<file path="src/rtl/mult_booth.sv">
// Multicycle 32x32 radix-2 Booth multiplier, 33 RUN cycles per product, hi/lo outputs.
// Optional MULTU support through the MULT_UNSIGNED_EN macro (adds i_unsigned_op).
module mult_booth (
   input  logic        i_clk,
   input  logic        i_rst_n,
   input  logic        i_start,
   input  logic [31:0] i_a,
   input  logic [31:0] i_b,
`ifdef MULT_UNSIGNED_EN
   input  logic        i_unsigned_op,
`endif
   output logic        o_busy,
   output logic        o_done,
   output logic [31:0] o_hi,
   output logic [31:0] o_lo
);

   // state  | meaning
   // S_IDLE | waiting for i_start; hi/lo hold last result
   // S_RUN  | Booth step + arithmetic shift each edge, 33 edges
   typedef enum logic {
      S_IDLE = 1'b0,
      S_RUN  = 1'b1
   } state_t;

   state_t      r_state;
   logic [32:0] r_m;
   logic [32:0] r_a;
   logic [32:0] r_q;
   logic        r_q1;
   logic [5:0]  r_cnt;
   logic        r_busy;
   logic        r_done;
   logic [31:0] r_hi;
   logic [31:0] r_lo;

   logic        w_sign_ext;
   logic [32:0] w_m_ext;
   logic [32:0] w_q_ext;
   logic [32:0] w_a_sum;
   logic [32:0] w_a_shift;
   logic [32:0] w_q_shift;
   logic [63:0] w_product;

`ifdef MULT_UNSIGNED_EN
   assign w_sign_ext = ~i_unsigned_op;
`else
   assign w_sign_ext = 1'b1;
`endif

   assign w_m_ext = {w_sign_ext & i_a[31], i_a};
   assign w_q_ext = {w_sign_ext & i_b[31], i_b};

   always_comb begin
      w_a_sum = r_a;
      case ({r_q[0], r_q1})
         2'b01:   w_a_sum = r_a + r_m;
         2'b10:   w_a_sum = r_a - r_m;
         default: w_a_sum = r_a;
      endcase
   end

   // {A,Q,q_1} >>> 1 with A[32] replicated; product is the low 64 bits of {A,Q}
   assign w_a_shift = {w_a_sum[32], w_a_sum[32:1]};
   assign w_q_shift = {w_a_sum[0], r_q[32:1]};
   assign w_product = {w_a_sum[31:0], r_q[32:1]};

   always_ff @(posedge i_clk or negedge i_rst_n) begin
      if (!i_rst_n) begin
         r_state <= S_IDLE;
         r_m     <= '0;
         r_a     <= '0;
         r_q     <= '0;
         r_q1    <= 1'b0;
         r_cnt   <= '0;
         r_busy  <= 1'b0;
         r_done  <= 1'b0;
         r_hi    <= '0;
         r_lo    <= '0;
      end else begin
         r_done <= 1'b0;
         case (r_state)
            S_IDLE: begin
               if (i_start) begin
                  r_m     <= w_m_ext;
                  r_q     <= w_q_ext;
                  r_a     <= '0;
                  r_q1    <= 1'b0;
                  r_cnt   <= 6'd33;
                  r_busy  <= 1'b1;
                  r_state <= S_RUN;
               end
            end
            S_RUN: begin
               r_a   <= w_a_shift;
               r_q   <= w_q_shift;
               r_q1  <= r_q[0];
               r_cnt <= r_cnt - 6'd1;
               if (r_cnt == 6'd1) begin
                  r_hi    <= w_product[63:32];
                  r_lo    <= w_product[31:0];
                  r_done  <= 1'b1;
                  r_busy  <= 1'b0;
                  r_state <= S_IDLE;
               end
            end
            default: begin
               r_state <= S_IDLE;
               r_busy  <= 1'b0;
            end
         endcase
      end
   end

   assign o_busy = r_busy;
   assign o_done = r_done;
   assign o_hi   = r_hi;
   assign o_lo   = r_lo;

endmodule
</file>
<file path="config.mk">
export PLATFORM = sky130hd
export DESIGN_NAME = mult_booth
export DESIGN_NICKNAME = d
export VERILOG_FILES = /design/src/rtl/mult_booth.sv
export SDC_FILE = /design/constraint.sdc
export NUM_CORES = 1
export LEC_CHECK = 0
export CAP_MARGIN = 25
export CORE_ASPECT_RATIO = 1.5
export CORE_MARGIN = 8
export CORE_UTILIZATION = 33
export DETAILED_ROUTE_END_ITERATION = 6
export PLACE_DENSITY = 0.5
export SLEW_MARGIN = 20
export SYNTH_ARGS = -nofsm -noshare
export SYNTH_HDL_FRONTEND = slang
export SYNTH_SLANG_ARGS = --single-unit
</file>
<file path="constraint.sdc">
create_clock -name i_clk -period 4.75 [get_ports i_clk]
set_clock_uncertainty 0.05 [all_clocks]
set_input_delay 0.95 -clock i_clk [delete_from_list [all_inputs] [get_ports i_clk]]
set_output_delay 0.95 -clock i_clk [all_outputs]
set_load 0.02 [all_outputs]
</file>
* After elaboration in Yosys (flattened, before gate mapping)
Cells that the tools add are included.
** Storage, ports and cells
- Input port bits :: 67
- Register bits :: 172
** Operators by class
- Add/sub/neg operators :: 3
- Eq/ne operators :: 5
- Bitwise gates (word level) :: 1
- Multiplexer cells :: 17
- Reductions and logical operators :: 3
** Operator list (number)
- $pmux W33 S2 :: 3
- $mux W33 :: 2
- $add A33 B33 Y33 :: 1
- $sub A33 B33 Y33 :: 1
- $pmux W6 S2 :: 1
- $mux W1 :: 7
- $eq A6 B1 Y1 const B :: 1
- $mux W6 :: 1
- $pmux W1 S2 :: 3
- $reduce_and A2 Y1 :: 3
- $sub A6 B1 Y6 const B :: 1
- $eq A2 B1 Y1 const B :: 1
- $eq A2 B2 Y1 const B :: 1
- $ne A2 B1 Y1 const B :: 1
- $ne A2 B2 Y1 const B :: 1
- $not A1 Y1 :: 1

* Longest topological paths before layout
Gate-level depths: netlist of run 1.
- Word-level depth :: 3
- Gate-level depth with buffers :: 19
- Depth with buffers taken out :: 19

* Worst setup path before layout of run 1
No wires, ideal clock.
- Kind :: reg-to-reg
- Start :: register r_m[7]
- End :: register r_hi[30], in the netlist o_hi[30]
- Arrival time :: 3.929 ns
- Buffers on the path :: 0
- Path slack :: 0.646 ns
- Period minus slack after synthesis :: 4.104 ns
- Stages on the path, launching flop included :: 19
- Cell sequence :: dfrtp_1 -> or4_4 -> or3_4 -> nor3_2 -> nand3b_1 -> nor4_1 -> nor2_1 -> xnor2_1 -> ha_1 -> a21oi_1 -> o21bai_1 -> a21o_1 -> a21o_1 -> a21oi_1 -> o21ai_0 -> o21bai_1 -> xnor2_1 -> o21ai_0 -> mux2_2
** Between the ends
- Word-level cells in the longest chain between the ends :: 2
- Elaborated cells between the ends (all ways) :: 3
- Classes of those cells :: 2 x add/sub; 1 x mux
** Ends and longest elaborated chain
- start, declared :: RTL line 27 : logic [32:0] r_m;
- start signal, assigned :: RTL line 85 : r_m <= w_m_ext;
- $sub A33 B33 Y33 / $add A33 B33 Y33 (equally long branches) :: RTL line 58, 57
- $pmux W33 S2 (*) :: RTL line 56 : case ({r_q[0], r_q1})
- end signal, assigned :: RTL line 100 : r_hi <= w_product[63:32];
- end, declared :: RTL line 34 : logic [31:0] r_hi;
Every way passes the cells marked *; elsewhere a longest branch is shown, timed or not.
A chain may end at the register's enable or synchronous reset.

* Worst setup path after layout of run 1
Same ends and word-level chain as after synthesis.

==> flow_metrics.tcl, run 1 <==
set metrics [dict create \
    relSlewSlack_pct 42.9 \
    diodes 0 \
    met1Wirelength_um 10900 \
    status "finished clean" \
    grt_pass1_vias 7810 \
    tightest_slew_ns 0.856 \
    topRoutingLayerUsed "met5" \
    path_max_fanout 6 \
    synth_fp_nets 1108 \
    drive_gt1_share_pct 9.37 \
    portBuffers 132 \
    cts_root_buffer "clkbuf_16" \
    dr.pass1.iters 4 \
    via_count 7419 \
    synth_top_cell_by_area "dfrtp_1" \
    viasPerCell 5.02 \
    power.density_nw_per_um2 907 \
    multi_input_area_um2 4770 \
    syn_inst 1004 \
    seqCellArea_um2 4280 \
    grt_max_degree 73 \
    cap_violations 0 \
    fin_setup_tns_ns 0 \
    synth_seq_cells 171 \
    antenna_found_initial 2 \
    drc_errors 0 \
    path_class "flop to flop" \
    p_int_w 0.00581 \
    fp.dieW_um 153 \
    power_w 0.0105 \
    p_clk_share_pct 13.4 \
    p_leak_nw 5.32 \
    wl_met2_um 13400 \
    end_kind "flop" \
    holdBufCountCts 0 \
    ant_nets 0 \
    grt_usage_pct 15.8 \
    synth_cell_types 56 \
    cp.required_ns 5.02 \
    clockBufferDepth 2 \
    clk_pin_slew_ns 0.06 \
    fmaxAchievable_ghz 0.228 \
    combPwrFrac_pct 60.3 \
    cts_made_buffers 17 \
    sw_frac_of_total_pct 44.9 \
    ys_seq_area_share_pct 45.9 \
    io_pins 133 \
    synth_most_common_cell "nand2_1" \
    met3_length_um 1570 \
    synth_common_cells "nand2_1, dfrtp_1, o21ai_0" \
    worstPathArrival_ns 4.65 \
    seqPwrFrac_pct 26.4 \
    syn_area_um2 9320 \
    synth_area_leaders "dfrtp_1, nand2_1, o21ai_0" \
    finalWirelength_um 26300 \
    insertion_delay_ns 0.43 \
    syn_area_per_cell_um2 9.28 \
    synth-main-ff-cell "dfrtp_1" \
    rsz0062_at_grt "no" \
    coreArea_um2 27900 \
    netlist.area_leader.share_pct 45.9 \
    die_y_um 222 \
    place_congestion 0.845 \
    start_util_pct 33.4 \
    period_needed_ns 4.39 \
    max-vdd-ir-drop_mv 0.294 \
    p_switching_w 0.00473 \
    start_kind "flop" \
    nFillCells 2732 \
    h-tree-depth 4 \
    synth_async_sr_flop_share_pct 100 \
    synth_edf_count 0 \
    post_cts_buffers 0 \
    yosys_warnings 0 \
    setup_viol 0 \
    syn2layout_area_growth_pct 24.8 \
    drtIter0Drc 260 \
    tritoncts "done" \
    slew_viol_final 0 \
    dp_hpwl_um 19000 \
    fp.dieArea_um2 34000 \
    wl_per_cell_um 17.8 \
    nets 1222 \
    overflow 0 \
    finalHoldViolations 0 \
    worstHoldPathType "flop to flop" \
    fin_crit_sh_pct 92.3 \
    clock-sinks 171 \
    grt_pass1_wl_um 42900 \
    rows 75 \
]
==> power groups by stage <==
stage | Sequential [W] | Combinational [W] | Clock, W
2_1_floorplan | 0.00291 | 0.00437 | 0
3_3_place_gp | 0.00281 | 0.00636 | 0
3_5_place_dp | 0.00280 | 0.00641 | 0
4_1_cts | 0.00279 | 0.00645 | 0.00146
5_1_grt | 0.00289 | 0.00708 | 0.00152
6_report | 0.00278 | 0.00636 | 0.00141
==> metrics by stage <==
step,area (um2),utilization (%),setup WS (ns),hold WS (ns),cells
2_1_floorplan,9320,-,0.646,0.385,1004
3_3_place_gp,11000,39.5,0.351,0.406,1444
3_5_place_dp,11000,39.6,0.283,0.408,1445
4_1_cts,11600,41.7,0.253,0.415,1477
5_1_grt,11600,41.7,0.0226,0.443,1477
6_report,11600,41.7,0.365,0.410,1477
==> sequential cells by signal, summed over array words and instances (netlist names) <==
signal / count
r_q: 33
o_hi: 32
o_lo: 32
r_a: 32
r_m: 32
r_cnt: 6
o_busy: 1
o_done: 1
r_q1: 1
r_state: 1
==> cell families (layout without fill, tap and decap cells) <==
logic type	count (synthesis)	in the layout	share of synthesized area, %
flops	171	171	45.9
simple gates	363	363	17.3
buf+inv	74	201	3.01
compound gates	231	231	15.2
fa+ha+maj	37	37	5.05
mux	71	71	8.10
xor+xnor	57	57	5.36
==> worst paths after layout <==
check / start / endpoint / slack [ns] / depth (start not counted)
worst max-delay path: r_m[7] / o_hi[30] / 0.36 / 19
max in group asynchronous: i_rst_n / o_hi[17] / 3.16 / 2
worst min register to register: r_cnt[5] / r_cnt[5] / 0.41 / 1
worst max register to register: r_m[7] / o_hi[30] / 0.36 / 19
worst min-delay path: r_cnt[5] / r_cnt[5] / 0.41 / 1
min in group asynchronous: i_rst_n / o_lo[17] / 0.44 / 1
==> what timing repair did <==
action / 4_1_cts / 5_1_grt
gates resized for setup: 0 / 2
endpoints found under the setup margin: 0 / 1
hold endpoints to repair: 0 / 0
==> critical path, stage by stage (launching register included) <==
cell      delay, ns
dfrtp_1        0.42
or4_4          0.54
or3_4          0.36
nor3_2         0.15
buf_4          0.16
nand3b_1       0.15
nor4_1         0.22
nor2_1         0.09
xnor2_1        0.15
ha_2           0.33
a21oi_2        0.21
o21bai_1       0.09
a21o_1         0.19
a21o_1         0.17
a21oi_1        0.14
o21ai_0        0.10
o21bai_1       0.19
xnor2_1        0.13
o21ai_0        0.12
mux2_2         0.31
==> layout make-up <==
class,instances,area share [%]
Tap cell,346,3.72
Clock buffer,25,4.44
Inverter,23,0.743
Timing Repair Buffer,146,12.5
Sequential cell,171,36.8
Multi-Input combinational cell,759,41.1
Clock inverter,7,0.667
==> cells in the final DEF (no fill, tap or decap), types with 3 or more instances in the layout <==
cell,count
mux2_2,35
inv_1,22
a21o_1,19
dfrtp_1,170
buf_4,12
a31oi_1,9
xor2_1,12
nor3_1,25
o21bai_1,8
a211oi_2,3
ha_1,34
and3_1,7
clkbuf_8,6
nand3_1,13
a22o_1,18
o21a_1,9
xnor2_1,45
nor2b_1,4
nand3b_1,4
mux2i_1,36
o21ai_0,93
nor2_1,43
clkbuf_16,17
nor4_1,3
nand2b_1,6
and2_1,4
a211oi_1,3
a21oi_1,52
a22oi_1,4
nand2_1,232
clkdlybuf4s50_1,130
clkinvlp_4,4
==> per-layer routing <==
| metal | GRT usage (%) | up-vias |
|---|---|---|
| li1 | - | 3667 |
| met1 | 17.7 | 3588 |
| met2 | 27.9 | 134 |
| met3 | 4.88 | 26 |
| met4 | 5.29 | 4 |
| met5 | 0 | - |
Note: power is estimated with default switching activity, not from simulation.
==> run 2: changes to the inputs <==
RECOVER_POWER = 100   (was not set)
==> run 2 against run 1 <==
The run now ends with capacitance limit, slew limit left. Sequential power hardly changed. Power is 1.4% lower. Worst setup slack worse by 0.011 ns. Combinational power is 2% lower. Core utilization is 0.26 points lower. Register-to-register slack hardly changed. Cell count stayed put. Hold slack hardly changed. Global-route usage stayed put. Sequential share of layout area is 0.22 points higher. First-iteration DRC count is 5.4% lower. Largest cell class unchanged. Largest power group unchanged.
==> flow_metrics.tcl, run 2 (synthesis gave the netlist of run 1 again) <==
set metrics [dict create \
    status "complete, but fails checks" \
    violations "capacitance limit, slew limit" \
    grt_max_degree 73 \
    setup_viol 0 \
    worstPathArrival_ns 4.66 \
    fp.dieArea_um2 34000 \
    rows 75 \
    h-tree-depth 4 \
    power.density_nw_per_um2 900 \
    cts_root_buffer "clkbuf_16" \
    grt_usage_pct 15.8 \
    finalHoldViolations 0 \
    grt_pass1_vias 7810 \
    portBuffers 132 \
    path_max_fanout 6 \
    final_common_cell "nand2_1" \
    p_leak_nw 5.45 \
    path_class "flop to flop" \
    diodes 0 \
    cp.required_ns 5.01 \
    clockBufferDepth 2 \
    antenna_found_initial 2 \
    final_cell_mix "nand2_1, dfrtp_1, o21ai_0" \
    max-vdd-ir-drop_mv 0.292 \
    whs_ns 0.410 \
    multi_input_area_um2 4750 \
    largest_reg_flops 33 \
    dp_hpwl_um 19000 \
    clk_pin_slew_ns 0.06 \
    viasPerCell 5.00 \
    nFillCells 2743 \
    worstHoldPathType "flop to flop" \
    wl_per_cell_um 17.8 \
    via_count 7386 \
    overflow 0 \
    insertion_delay_ns 0.43 \
    nets 1222 \
    start_kind "flop" \
    end_kind "flop" \
    clock-sinks 171 \
    tightest_slew_ns 3.54 \
    drtIter0Drc 246 \
    syn2layout_area_growth_pct 24.0 \
    slew_viol_final 192 \
    die_y_um 222 \
    fin_setup_tns_ns 0 \
    io_pins 133 \
    cts_resized 0 \
    coreArea_um2 27900 \
    ant_nets 0 \
    holdBufCountCts 0 \
    dp_slack_ns 0.283 \
    post_cts_buffers 0 \
    final.setup.worst_slack_ns 0.354 \
    top_register "r_q" \
    cap_violations 3 \
    drc_errors 0 \
    fp.dieW_um 153 \
    drive_gt1_share_pct 8.22 \
    start_util_pct 33.4 \
    grt_pass1_wl_um 42900 \
    finalWirelength_um 26300 \
    seqCellArea_um2 4280 \
    rsz0062_at_grt "no" \
    dr.pass1.iters 4 \
    period_needed_ns 4.40 \
    fmaxAchievable_ghz 0.227 \
    cts_made_buffers 17 \
    relSlewSlack_pct -136 \
    tritoncts "done" \
    place_congestion 0.845 \
    fin_crit_sh_pct 92.5 \
]
-- run 2: cell count changes in the layout (fill, tap and decap cells not counted), moves of 5 or more --
cell             change
clkdlybuf4s50_1     -66
clkbuf_1             +6
buf_4                -5
dlygate4sd3_1       +66
-- run 2: worst paths after layout --
| check | depth (start not counted) | startpoint | slack [ns] | end |
|---|---|---|---|---|
| worst max-delay path | 19 | r_m[7] | 0.35 | o_hi[30] |
| worst min-delay path | 1 | r_cnt[5] | 0.41 | r_cnt[5] |
| worst max register to register | 19 | r_m[7] | 0.35 | o_hi[30] |
| worst min register to register | 1 | r_cnt[5] | 0.41 | r_cnt[5] |
| max in group asynchronous | 2 | i_rst_n | 0.95 | o_hi[17] |
| min in group asynchronous | 1 | i_rst_n | 1.66 | o_lo[17] |
-- run 2: where the power goes --
group | switching (W) | leakage, nW | internal [W]
Combinational | 0.00350 | 3.02 | 0.00272
Sequential | 0.000601 | 2.15 | 0.00217
Clock | 0.000596 | 0.279 | 0.000811
Total | 0.00469 | 5.45 | 0.00570
-- run 2: final cells by class --
type | count | area share (%)
Multi-Input combinational cell | 759 | 41.1
Sequential cell | 171 | 37.0
Timing Repair Buffer | 146 | 12.2
Clock buffer | 25 | 4.46
Tap cell | 346 | 3.75
Inverter | 23 | 0.747
Clock inverter | 7 | 0.672
-- run 2: critical path: stages, from the launching register on --
cell      delay [ns]
dfrtp_1         0.42
or4_4           0.54
or3_4           0.36
nor3_2          0.15
buf_4           0.16
nand3b_1        0.15
nor4_1          0.22
nor2_1          0.08
xnor2_1         0.15
ha_2            0.33
a21oi_2         0.21
o21bai_1        0.09
a21o_1          0.19
a21o_1          0.17
a21oi_1         0.14
o21ai_0         0.10
o21bai_1        0.19
xnor2_1         0.14
o21ai_0         0.12
mux2_2          0.31
-- run 2: metal layers --
layer  GRT usage [%]  vias to the layer above  share of wire (%)
met5               0                        -              0.087
li1                -                     3671                  -
met2            27.9                      125                 51
met1            17.7                     3560                 41
met3            4.88                       26                5.8
met4            5.29                        4                1.9
-- run 2: stage by stage --
stage	total power, W	instance area [um2]	util [%]	instances
finish	0.0104	11500	41.4	1477
global route	0.0113	11500	41.4	1477
CTS	0.0107	11600	41.7	1477
detailed placement	0.00921	11000	39.6	1445
global placement	0.00917	11000	39.5	1444
floorplan	0.00728	9320	-	1004
==> variant (config.mk and constraints of run 1) <==
The option `MULT_UNSIGNED_EN` is turned on by a define.
--- a/src/rtl/mult_booth.sv
+++ b/src/rtl/mult_booth.sv
@@ -2,2 +2,4 @@
 // Optional MULTU support through the MULT_UNSIGNED_EN macro (adds i_unsigned_op).
+`define MULT_UNSIGNED_EN
+
 module mult_booth (
Ports: changed (added i_unsigned_op); port bits go from 133 to 134. The function was not compared with the original's and may differ.
==> variant against run 1 <==
- cell area grew 2.4%
- wire length up 13%
- sequential cell count up 1
- clock power shrank 5%
- non-clock buffer count increased by 7
- total power increased by 5.1%
- worst setup slack worse by 0.062 ns
- synthesized area is 2.4% higher
- critical path type unchanged
==> variant: results (changes against run 1) <==
Reg-to-Reg Start -> r_m[3]
Number of violations reported at the end of detailed-routing iteration 0 -> 243 (-6.5%)
Wire length of the first global-routing pass -> 47600 um (+11%)
Placed wire-length estimate after detailed placement -> 21800 um (+15%)
Outcome -> completed
Initial antenna violation count -> 0 (-2)
Type of the worst min-delay path -> primary input to async pin
Final weighted congestion in routability-driven placement -> 0.900 (+6.5%)
Ranking of synthesized cells by area -> sky130_fd_sc_hd__dfrtp_1 (45%), sky130_fd_sc_hd__nand2_1 (12%), sky130_fd_sc_hd__o21ai_0 (5.0%)
Number of nets in the synthesized netlist -> 1189 (+7.3%)
Vias per std cell -> 5.01 (-0.23%)
Metal-1 WL -> 11600 um (+7.0%)
Average routed wire per standard cell -> 18.6 um (+4.3%)
Uppermost metal layer occupied by signal nets -> met4
Layout cells sized above 1 -> 6.84% (-2.5 points)
Standard cell area after detailed placement -> 0.0113 mm^2 (+2.6%)
Biggest cell delay along the critical path -> 0.45 ns (-0.09 ns)
Arr. time, crit path -> 4.77 ns (+0.12 ns)
Part of the Yosys area used for sequential elements -> 45.1% (-0.83 points)
First-pass iteration count of the detailed router -> 5 (+1)
Slowest cell on the critical path -> sky130_fd_sc_hd__or4_1
Setup slack on the worst flop-to-flop path -> 0.30 ns (-0.06 ns)
Reported leakage power -> 0.00551 uW (+3.6%)
Routed length on met2 -> 16400 um (+22%)
Remaining max-slew budget at the tightest pin -> 47.3% (+4.4 points)
Overall track demand over capacity in global routing -> 17.5% (+1.7 points)
variant: cell families after synthesis:
family	synth area share [%]
AND/OR/NAND/NOR	19.6
AO/OA/AOI/OAI	16.1
flip-flops	45.1
buffers and inverters	3.09
XOR/XNOR	5.49
multiplexers	5.68
adder cells (fa/ha/maj)	4.93
variant: cell type report:
type | instances | area, um^2
repair buffers | 153 | 1520
well taps | 390 | 488
inverters | 22 | 82.6
multi-input cells | 834 | 4950
fillers | 2936 | 16700
flip-flops and latches | 172 | 4310
clock buffers | 22 | 474
clock inverters | 10 | 82.6
variant: per-stage QoR:
| step | hold WS (ns) | cells | total power (uW) |
|---|---|---|---|
| floorplan | 0.385 | 1084 | 7520 |
| global placement | 0.409 | 1569 | 9760 |
| detailed placement | 0.412 | 1570 | 9790 |
| CTS | 0.427 | 1602 | 11200 |
| global route | 0.330 | 1603 | 12000 |
| finish | 0.333 | 1603 | 11100 |
variant: what timing repair did:
item                       CTS  global route
setup endpoints to repair    0             1
gates resized for setup      0             1
buffers inserted             0             0
hold buffers                 0             0
variant: where the power goes:
part / total, uW / switching (uW) / internal, uW
sequential: 2810 / 631 / 2170
combinational: 6930 / 3970 / 2960
clock: 1340 / 624 / 721
variant: per-layer routing:
layer	vias to the layer above	GRT usage, %
li1	3960	-
met1	3896	18.3
met2	132	33.4
met3	45	3.38
met4	0	7.36
met5	-	0
variant: final timing paths:
path / end
setup / recovery: r_a[28]
hold / removal: r_q[23]
setup reg to reg: r_a[28]
hold reg to reg: r_cnt[5]
max in group asynchronous: r_m[2]
min in group i_clk: r_cnt[5]
